$ cat config.mk
export PLATFORM = sky130hd
export DESIGN_NAME = wbu_mc
export DESIGN_NICKNAME = d
export VERILOG_FILES = /design/src/rtl/wbu_mc.sv
export SDC_FILE = /design/constraint.sdc
export NUM_CORES = 1
export LEC_CHECK = 0
export CAP_MARGIN = 20
export CORE_ASPECT_RATIO = 0.9
export CORE_MARGIN = 10
export CORE_UTILIZATION = 45
export DETAILED_ROUTE_END_ITERATION = 12
export GPL_TIMING_DRIVEN = 0
export HOLD_SLACK_MARGIN = 0.08
export PLACE_DENSITY = 0.8
export SLEW_MARGIN = 10
export SYNTH_ARGS = -nofsm -noshare
export SYNTH_HDL_FRONTEND = slang
export SYNTH_SLANG_ARGS = --single-unit
$ cat constraint.sdc
create_clock -name clk -period 5.75 [get_ports clk]
set_input_delay 1.725 -clock clk [delete_from_list [all_inputs] [get_ports clk]]
set_output_delay 1.725 -clock clk [all_outputs]
set_load 0.03 [all_outputs]
$ cat src/rtl/wbu_mc.sv
// rtl/wbu_mc.sv - writeback merge of W-stage results and buffered MDU completions
//
// Purpose: drives the single register-file write port. The in-order W-stage
// result always wins; out-of-order MDU completions wait in a small FIFO and
// drain on W-stage bubbles. Load alignment/extension is done here.
// Optional feature macro: WBU_STARVE_GUARD_EN (forces a drain after
// STARVE_LIMIT consecutive starved cycles by raising stall_req).
//
// Ports:
//   clk, reset                 clock, asynchronous active-high reset
//   valid_w, reg_write_w, rd_w W-stage slot qualifiers and destination
//   result_src_w               result select (ALU/load/PC+4/target/mul lo/hi)
//   load_control_w, byte_off_w load type (funct3) and low address bits
//   alu_result_w, read_data_w, pc_plus4_w, pc_target_w, mul_result_w  W-stage data
//   mdu_valid, mdu_rd, mdu_result, mdu_ready  MDU completion handshake
//   rf_we, rf_rd, rf_wd        registered register-file write port
//   mdu_pending                a live completion is still buffered
//   stall_req                  hold the W stage this cycle (starve guard only)

module wbu_mc #(
  parameter int XLEN         = 32,
  parameter int DEPTH        = 4,
  parameter int STARVE_LIMIT = 8
) (
  input  logic                         clk,
  input  logic                         reset,
  input  logic                         valid_w,
  input  logic                         reg_write_w,
  input  logic [4:0]                   rd_w,
  input  logic [2:0]                   result_src_w,
  input  logic [2:0]                   load_control_w,
  input  logic [$clog2(XLEN/8)-1:0]    byte_off_w,
  input  logic [XLEN-1:0]              alu_result_w,
  input  logic [XLEN-1:0]              read_data_w,
  input  logic [XLEN-1:0]              pc_plus4_w,
  input  logic [XLEN-1:0]              pc_target_w,
  input  logic [2*XLEN-1:0]            mul_result_w,
  input  logic                         mdu_valid,
  input  logic [4:0]                   mdu_rd,
  input  logic [XLEN-1:0]              mdu_result,
  output logic                         mdu_ready,
  output logic                         rf_we,
  output logic [4:0]                   rf_rd,
  output logic [XLEN-1:0]              rf_wd,
  output logic                         mdu_pending,
  output logic                         stall_req
);

  localparam int PW = $clog2(DEPTH);

  if (!(XLEN == 32 || XLEN == 64) || DEPTH < 2 || (DEPTH & (DEPTH - 1)) != 0 ||
      STARVE_LIMIT < 1) begin : g_param_check
    $error("wbu_mc: illegal parameter value");
  end

  // ---------------------------------------------------------------------------
  // Load formatting and W-stage result select
  // ---------------------------------------------------------------------------
  logic [XLEN-1:0] shifted;
  logic [XLEN-1:0] load_data;
  logic [XLEN-1:0] w_data;

  assign shifted = read_data_w >> {byte_off_w, 3'b000};

  always_comb begin
    load_data = '0;
    case (load_control_w)
      3'b000: load_data = XLEN'(signed'(shifted[7:0]));
      3'b001: load_data = XLEN'(signed'(shifted[15:0]));
      3'b010: load_data = XLEN'(signed'(shifted[31:0]));
      3'b011: load_data = (XLEN == 64) ? shifted : '0;
      3'b100: load_data = XLEN'(shifted[7:0]);
      3'b101: load_data = XLEN'(shifted[15:0]);
      3'b110: load_data = (XLEN == 64) ? XLEN'(shifted[31:0]) : '0;
      default: load_data = '0;
    endcase
  end

  always_comb begin
    w_data = '0;
    case (result_src_w)
      3'b000: w_data = alu_result_w;
      3'b001: w_data = load_data;
      3'b010: w_data = pc_plus4_w;
      3'b011: w_data = pc_target_w;
      3'b100: w_data = mul_result_w[XLEN-1:0];
      3'b101: w_data = mul_result_w[2*XLEN-1:XLEN];
      default: w_data = '0;
    endcase
  end

  // ---------------------------------------------------------------------------
  // MDU completion FIFO
  // ---------------------------------------------------------------------------
  logic [4:0]      fifo_rd   [DEPTH];
  logic [XLEN-1:0] fifo_data [DEPTH];
  // A slot's live bit is cleared when it is popped, so unoccupied slots are
  // always dead and mdu_pending can simply OR the whole vector.
  logic [DEPTH-1:0] fifo_live;
  logic [PW:0]      wr_ptr, rd_ptr;
  logic [PW-1:0]    head_idx, tail_idx;

  logic empty, full, push, pop, pop_wr, head_live, push_live, pipe_wr;

  assign head_idx  = rd_ptr[PW-1:0];
  assign tail_idx  = wr_ptr[PW-1:0];
  assign empty     = (wr_ptr == rd_ptr);
  assign full      = (wr_ptr[PW] != rd_ptr[PW]) && (tail_idx == head_idx);
  assign mdu_ready = !full;
  assign push      = mdu_valid && mdu_ready;
  assign head_live = fifo_live[head_idx];

  assign pipe_wr   = valid_w && reg_write_w && (rd_w != 5'd0) && !stall_req;
  assign pop       = !pipe_wr && !empty;
  assign pop_wr    = pop && head_live;
  // A completion arriving together with a W-stage write to the same rd is
  // older than that W-stage instruction, so it is stored already killed.
  assign push_live = (mdu_rd != 5'd0) && !(pipe_wr && (mdu_rd == rd_w));

  assign mdu_pending = |fifo_live;

  always_ff @(posedge clk) begin
    if (push) begin
      fifo_rd[tail_idx]   <= mdu_rd;
      fifo_data[tail_idx] <= mdu_result;
    end
  end

  always_ff @(posedge clk or posedge reset) begin
    if (reset) begin
      wr_ptr    <= '0;
      rd_ptr    <= '0;
      fifo_live <= '0;
    end else begin
      // Later assignments win: WAW kill, then pop clear, then push set.
      if (pipe_wr) begin
        for (int i = 0; i < DEPTH; i++) begin
          if (fifo_rd[i] == rd_w) fifo_live[i] <= 1'b0;
        end
      end
      if (pop) begin
        fifo_live[head_idx] <= 1'b0;
        rd_ptr              <= rd_ptr + (PW+1)'(1);
      end
      if (push) begin
        fifo_live[tail_idx] <= push_live;
        wr_ptr              <= wr_ptr + (PW+1)'(1);
      end
    end
  end

  // ---------------------------------------------------------------------------
  // Starvation guard
  // ---------------------------------------------------------------------------
`ifdef WBU_STARVE_GUARD_EN
  localparam int SW = $clog2(STARVE_LIMIT + 1);
  logic [SW-1:0] starve_cnt;

  // Depends only on registered state, so pipe_wr -> pop -> stall_req has no loop.
  assign stall_req = !empty && (starve_cnt == SW'(STARVE_LIMIT));

  always_ff @(posedge clk or posedge reset) begin
    if (reset) begin
      starve_cnt <= '0;
    end else if (empty || pop) begin
      starve_cnt <= '0;
    end else if (head_live && pipe_wr) begin
      starve_cnt <= starve_cnt + SW'(1);
    end
  end
`else
  assign stall_req = 1'b0;
`endif

  // ---------------------------------------------------------------------------
  // Write port arbitration and output register
  // ---------------------------------------------------------------------------
  logic            wr_en;
  logic [4:0]      wr_rd;
  logic [XLEN-1:0] wr_data;

  always_comb begin
    wr_en   = 1'b0;
    wr_rd   = 5'd0;
    wr_data = '0;
    if (pipe_wr) begin
      wr_en   = 1'b1;
      wr_rd   = rd_w;
      wr_data = w_data;
    end else if (pop_wr) begin
      wr_en   = 1'b1;
      wr_rd   = fifo_rd[head_idx];
      wr_data = fifo_data[head_idx];
    end
  end

  always_ff @(posedge clk or posedge reset) begin
    if (reset) begin
      rf_we <= 1'b0;
      rf_rd <= 5'd0;
      rf_wd <= '0;
    end else begin
      rf_we <= wr_en;
      rf_rd <= wr_rd;
      rf_wd <= wr_data;
    end
  end

endmodule

==> results.py <==
metrics = {
    "outcome": {
        "outcome": "finished clean",
    },
    "clock_tree": {
        "root_buffer": "clkbuf_16",
        "hold_buffers": 0,
        "htreeDepth": 4,
        "clock_sinks": 196,
        "cts_max_path_buffers": 2,
        "path_clk_slew_ps": 70,
        "clkLatencyLatePin_ps": 430,
        "cts_resized": 0,
        "post_cts_buffers": 0,
        "numCtsBuffers": 17,
        "cts_tree": "yes",
    },
    "yosys": {
        "yosys.area_share.simple_pct": 6.27,
        "synth-edff-count": 148,
        "synthXorXnorAreaFrac_pct": 2.82,
        "syn_nets": 994,
        "synth_top_area_cell": "edfxtp_1",
        "yosysWarnings": 0,
        "synth_area_um2": 9920,
        "synth_seq_cells": 196,
        "synth_cell_type_count": 51,
        "ys_seq_area_share_pct": 56.9,
        "synth.mux.area_fraction_pct": 16.6,
        "avgSynthCellArea_um2": 13.4,
        "synth_top_family_by_area": "multiplexers",
        "synthAdderAreaFrac_pct": 1.01,
        "yosysTopAreaCellShare_pct": 44.8,
        "async_reset_ff_share_pct": 24.5,
        "synth_common_cells": "148 x edfxtp_1, 54 x mux2i_1, 48 x dfrtp_1",
        "netlist_instances": 739,
        "synth_most_common_cell": "edfxtp_1",
        "synth_area_leaders": "edfxtp_1 45%, dfrtp_1 12%, mux4_2 8.9%",
        "synth_flop_cell": "edfxtp_1",
        "synth-compound-area-share_pct": 12.4,
    },
    "die": {
        "die_x_um": 177,
        "io_pins": 288,
        "start_util_pct": 45.7,
        "dieArea_um2": 28400,
        "die_y_um": 161,
        "rows": 51,
        "design.core.area_um2": 21700,
    },
    "routing": {
        "drtIter0Drc": 823,
        "firstDrtPassIters": 6,
        "via_per_inst": 5.76,
        "totalWireLength_um": 36000,
        "wl_per_cell_um": 26.7,
        "vias": 7780,
        "post-route-drc-count": 0,
        "ant_nets": 0,
    },
    "grt": {
        "grt_max_degree": 33,
        "grt_pass1_wl_um": 52700,
        "overflow": 0,
        "antenna_found_initial": 6,
        "met2_usage_pct": 42.7,
        "use_met3_pct": 5.95,
        "grtUsageMet1_pct": 29.9,
        "grt_usage_pct": 24.8,
        "grt_pass1_vias": 8190,
        "busiest_layer": "met2",
    },
    "sta": {
        "max_slew_margin_pct": 51.3,
        "min_period_ps": 3870,
        "final_max_slew_viol_count": 0,
        "tightest_slew_ps": 731,
        "final_hold_viol_count": 0,
        "setup_slack_ps": 1880,
        "setup_tns_ps": 0,
        "setup_viol": 0,
        "skew_ps": 9.48,
        "fmax_mhz": 258,
        "grt_setup_unrepaired": "false",
        "period_share_pct": 67.4,
    },
    "min_path": {
        "hp-class": "reg -> reg",
    },
    "layout": {
        "drive_above_1_share_pct": 12.4,
        "syn_to_final_growth_pct": 39.1,
        "final_nets": 1295,
    },
    "power": {
        "ir_drop_v": 0.000268,
        "p_per_area_nw_per_um2": 393,
        "power_leakage_nw": 5.12,
    },
    "setup_path": {
        "crit_type": "in -> reg",
        "crit_path_end_kind": "flop",
        "arrival_ps": 4200,
        "crit_fanout": 10,
        "worstSetupStartpointType": "primary input",
        "required_ps": 6070,
    },
    "placement": {
        "gp_congestion": 0.956,
        "hpwl_um": 28400,
        "place_ws_ps": 1410,
        "portBuffers": 277,
    },
    "flow_run": {
        "maxCapViolCount": 0,
    },
}
[routing by layer]
layer / share of wire [%] / wire length, um
met5: 0.036 / 13
met4: 2.5 / 884
met3: 7.4 / 2690
met2: 51 / 18300
met1: 39 / 14200
[cell type report]
cell class | instances | area (um^2)
antenna | 6 | 15.0
buffer | 60 | 284
clock buffer | 18 | 450
clock inverter | 14 | 174
fill | 1673 | 7900
inverter | 31 | 116
multi-input combinational | 452 | 3880
sequential | 196 | 5650
tap | 291 | 364
timing repair buffer | 282 | 2870
[final timing paths]
path	from	to	slack, ps	depth (start not counted)
worst min-delay path	wr_ptr[2]	wr_ptr[2]	510	1
worst max register to register	rd_ptr[1]	rf_wd[7]	3180	4
worst max-delay path	result_src_w[0]	rf_wd[7]	1880	7
min in group asynchronous	reset	rf_wd[10]	1590	2
worst min register to register	wr_ptr[2]	wr_ptr[2]	510	1
max in group asynchronous	reset	rf_wd[23]	3620	3
[flip-flops by register name, summed over array words and instances (netlist names)]
register   cells
fifo_data    128
fifo_live      4
fifo_rd       20
rd_ptr         3
rf_rd          5
rf_wd         32
rf_we          1
wr_ptr         3
[cells by family after synthesis]
group | after synthesis
mux | 113
flops | 196
other cells | 1
buf+inv | 91
fa+ha+maj | 8
compound gates | 171
xor+xnor | 32
simple gates | 127
[critical path, cell delays in order]
cell and delay, ps:
clkdlybuf4s50_1 590, buf_2 320, buf_2 360, buf_4 280, mux2i_1 300, o221ai_1 300, a32o_1 290
[cells in the final DEF (no fill, tap or decap), types with 5 or more instances in the layout]
master           synthesis  final
xnor2_1                 20     20
xor2_1                  12     12
buf_1                    7      7
a32o_1                  13     13
nor2b_1                 10     10
buf_2                   17     17
nand3_1                 15     15
mux4_2                  39     39
o22ai_1                 37     37
edfxtp_1               148    148
mux2_2                  20     20
clkbuf_1                29     29
mux2i_1                 54     54
o21ai_0                 19     19
buf_12                   0      5
o221ai_1                 9      9
nand2_1                 34     34
nor2_1                  32     32
clkdlybuf4s50_1          0    277
inv_2                    0      5
a22o_1                   7      7
a21oi_1                 23     23
dfrtp_1                 48     48
nor3_1                  12     12
inv_1                   31     26
a211o_1                 14     14
ha_1                     8      8
nand2b_1                 7      7
a22oi_1                 29     29
clkbuf_16                0     18
diode_2                  0      6
[power by group]
| part | switching, mW | internal (mW) | total [mW] |
|---|---|---|---|
| Combinational | 1.17 | 0.955 | 2.13 |
| Clock | 0.531 | 0.715 | 1.25 |
| Sequential | 0.136 | 1.92 | 2.05 |
[stage by stage]
stage | area [um^2] | hold slack [ps] | power, mW | instances | utilization (%)
after detailed placement | 13200 | 494 | 4.20 | 1312 | 60.7
after global placement | 13100 | 480 | 4.12 | 1307 | 60.2
final | 13800 | 506 | 5.43 | 1350 | 63.6
after CTS | 13800 | 504 | 5.44 | 1344 | 63.5
after floorplan | 9920 | 465 | 3.32 | 739 | -
after global routing | 13800 | 538 | 5.66 | 1348 | 63.6
Note: power is estimated with default switching activity, not from simulation.
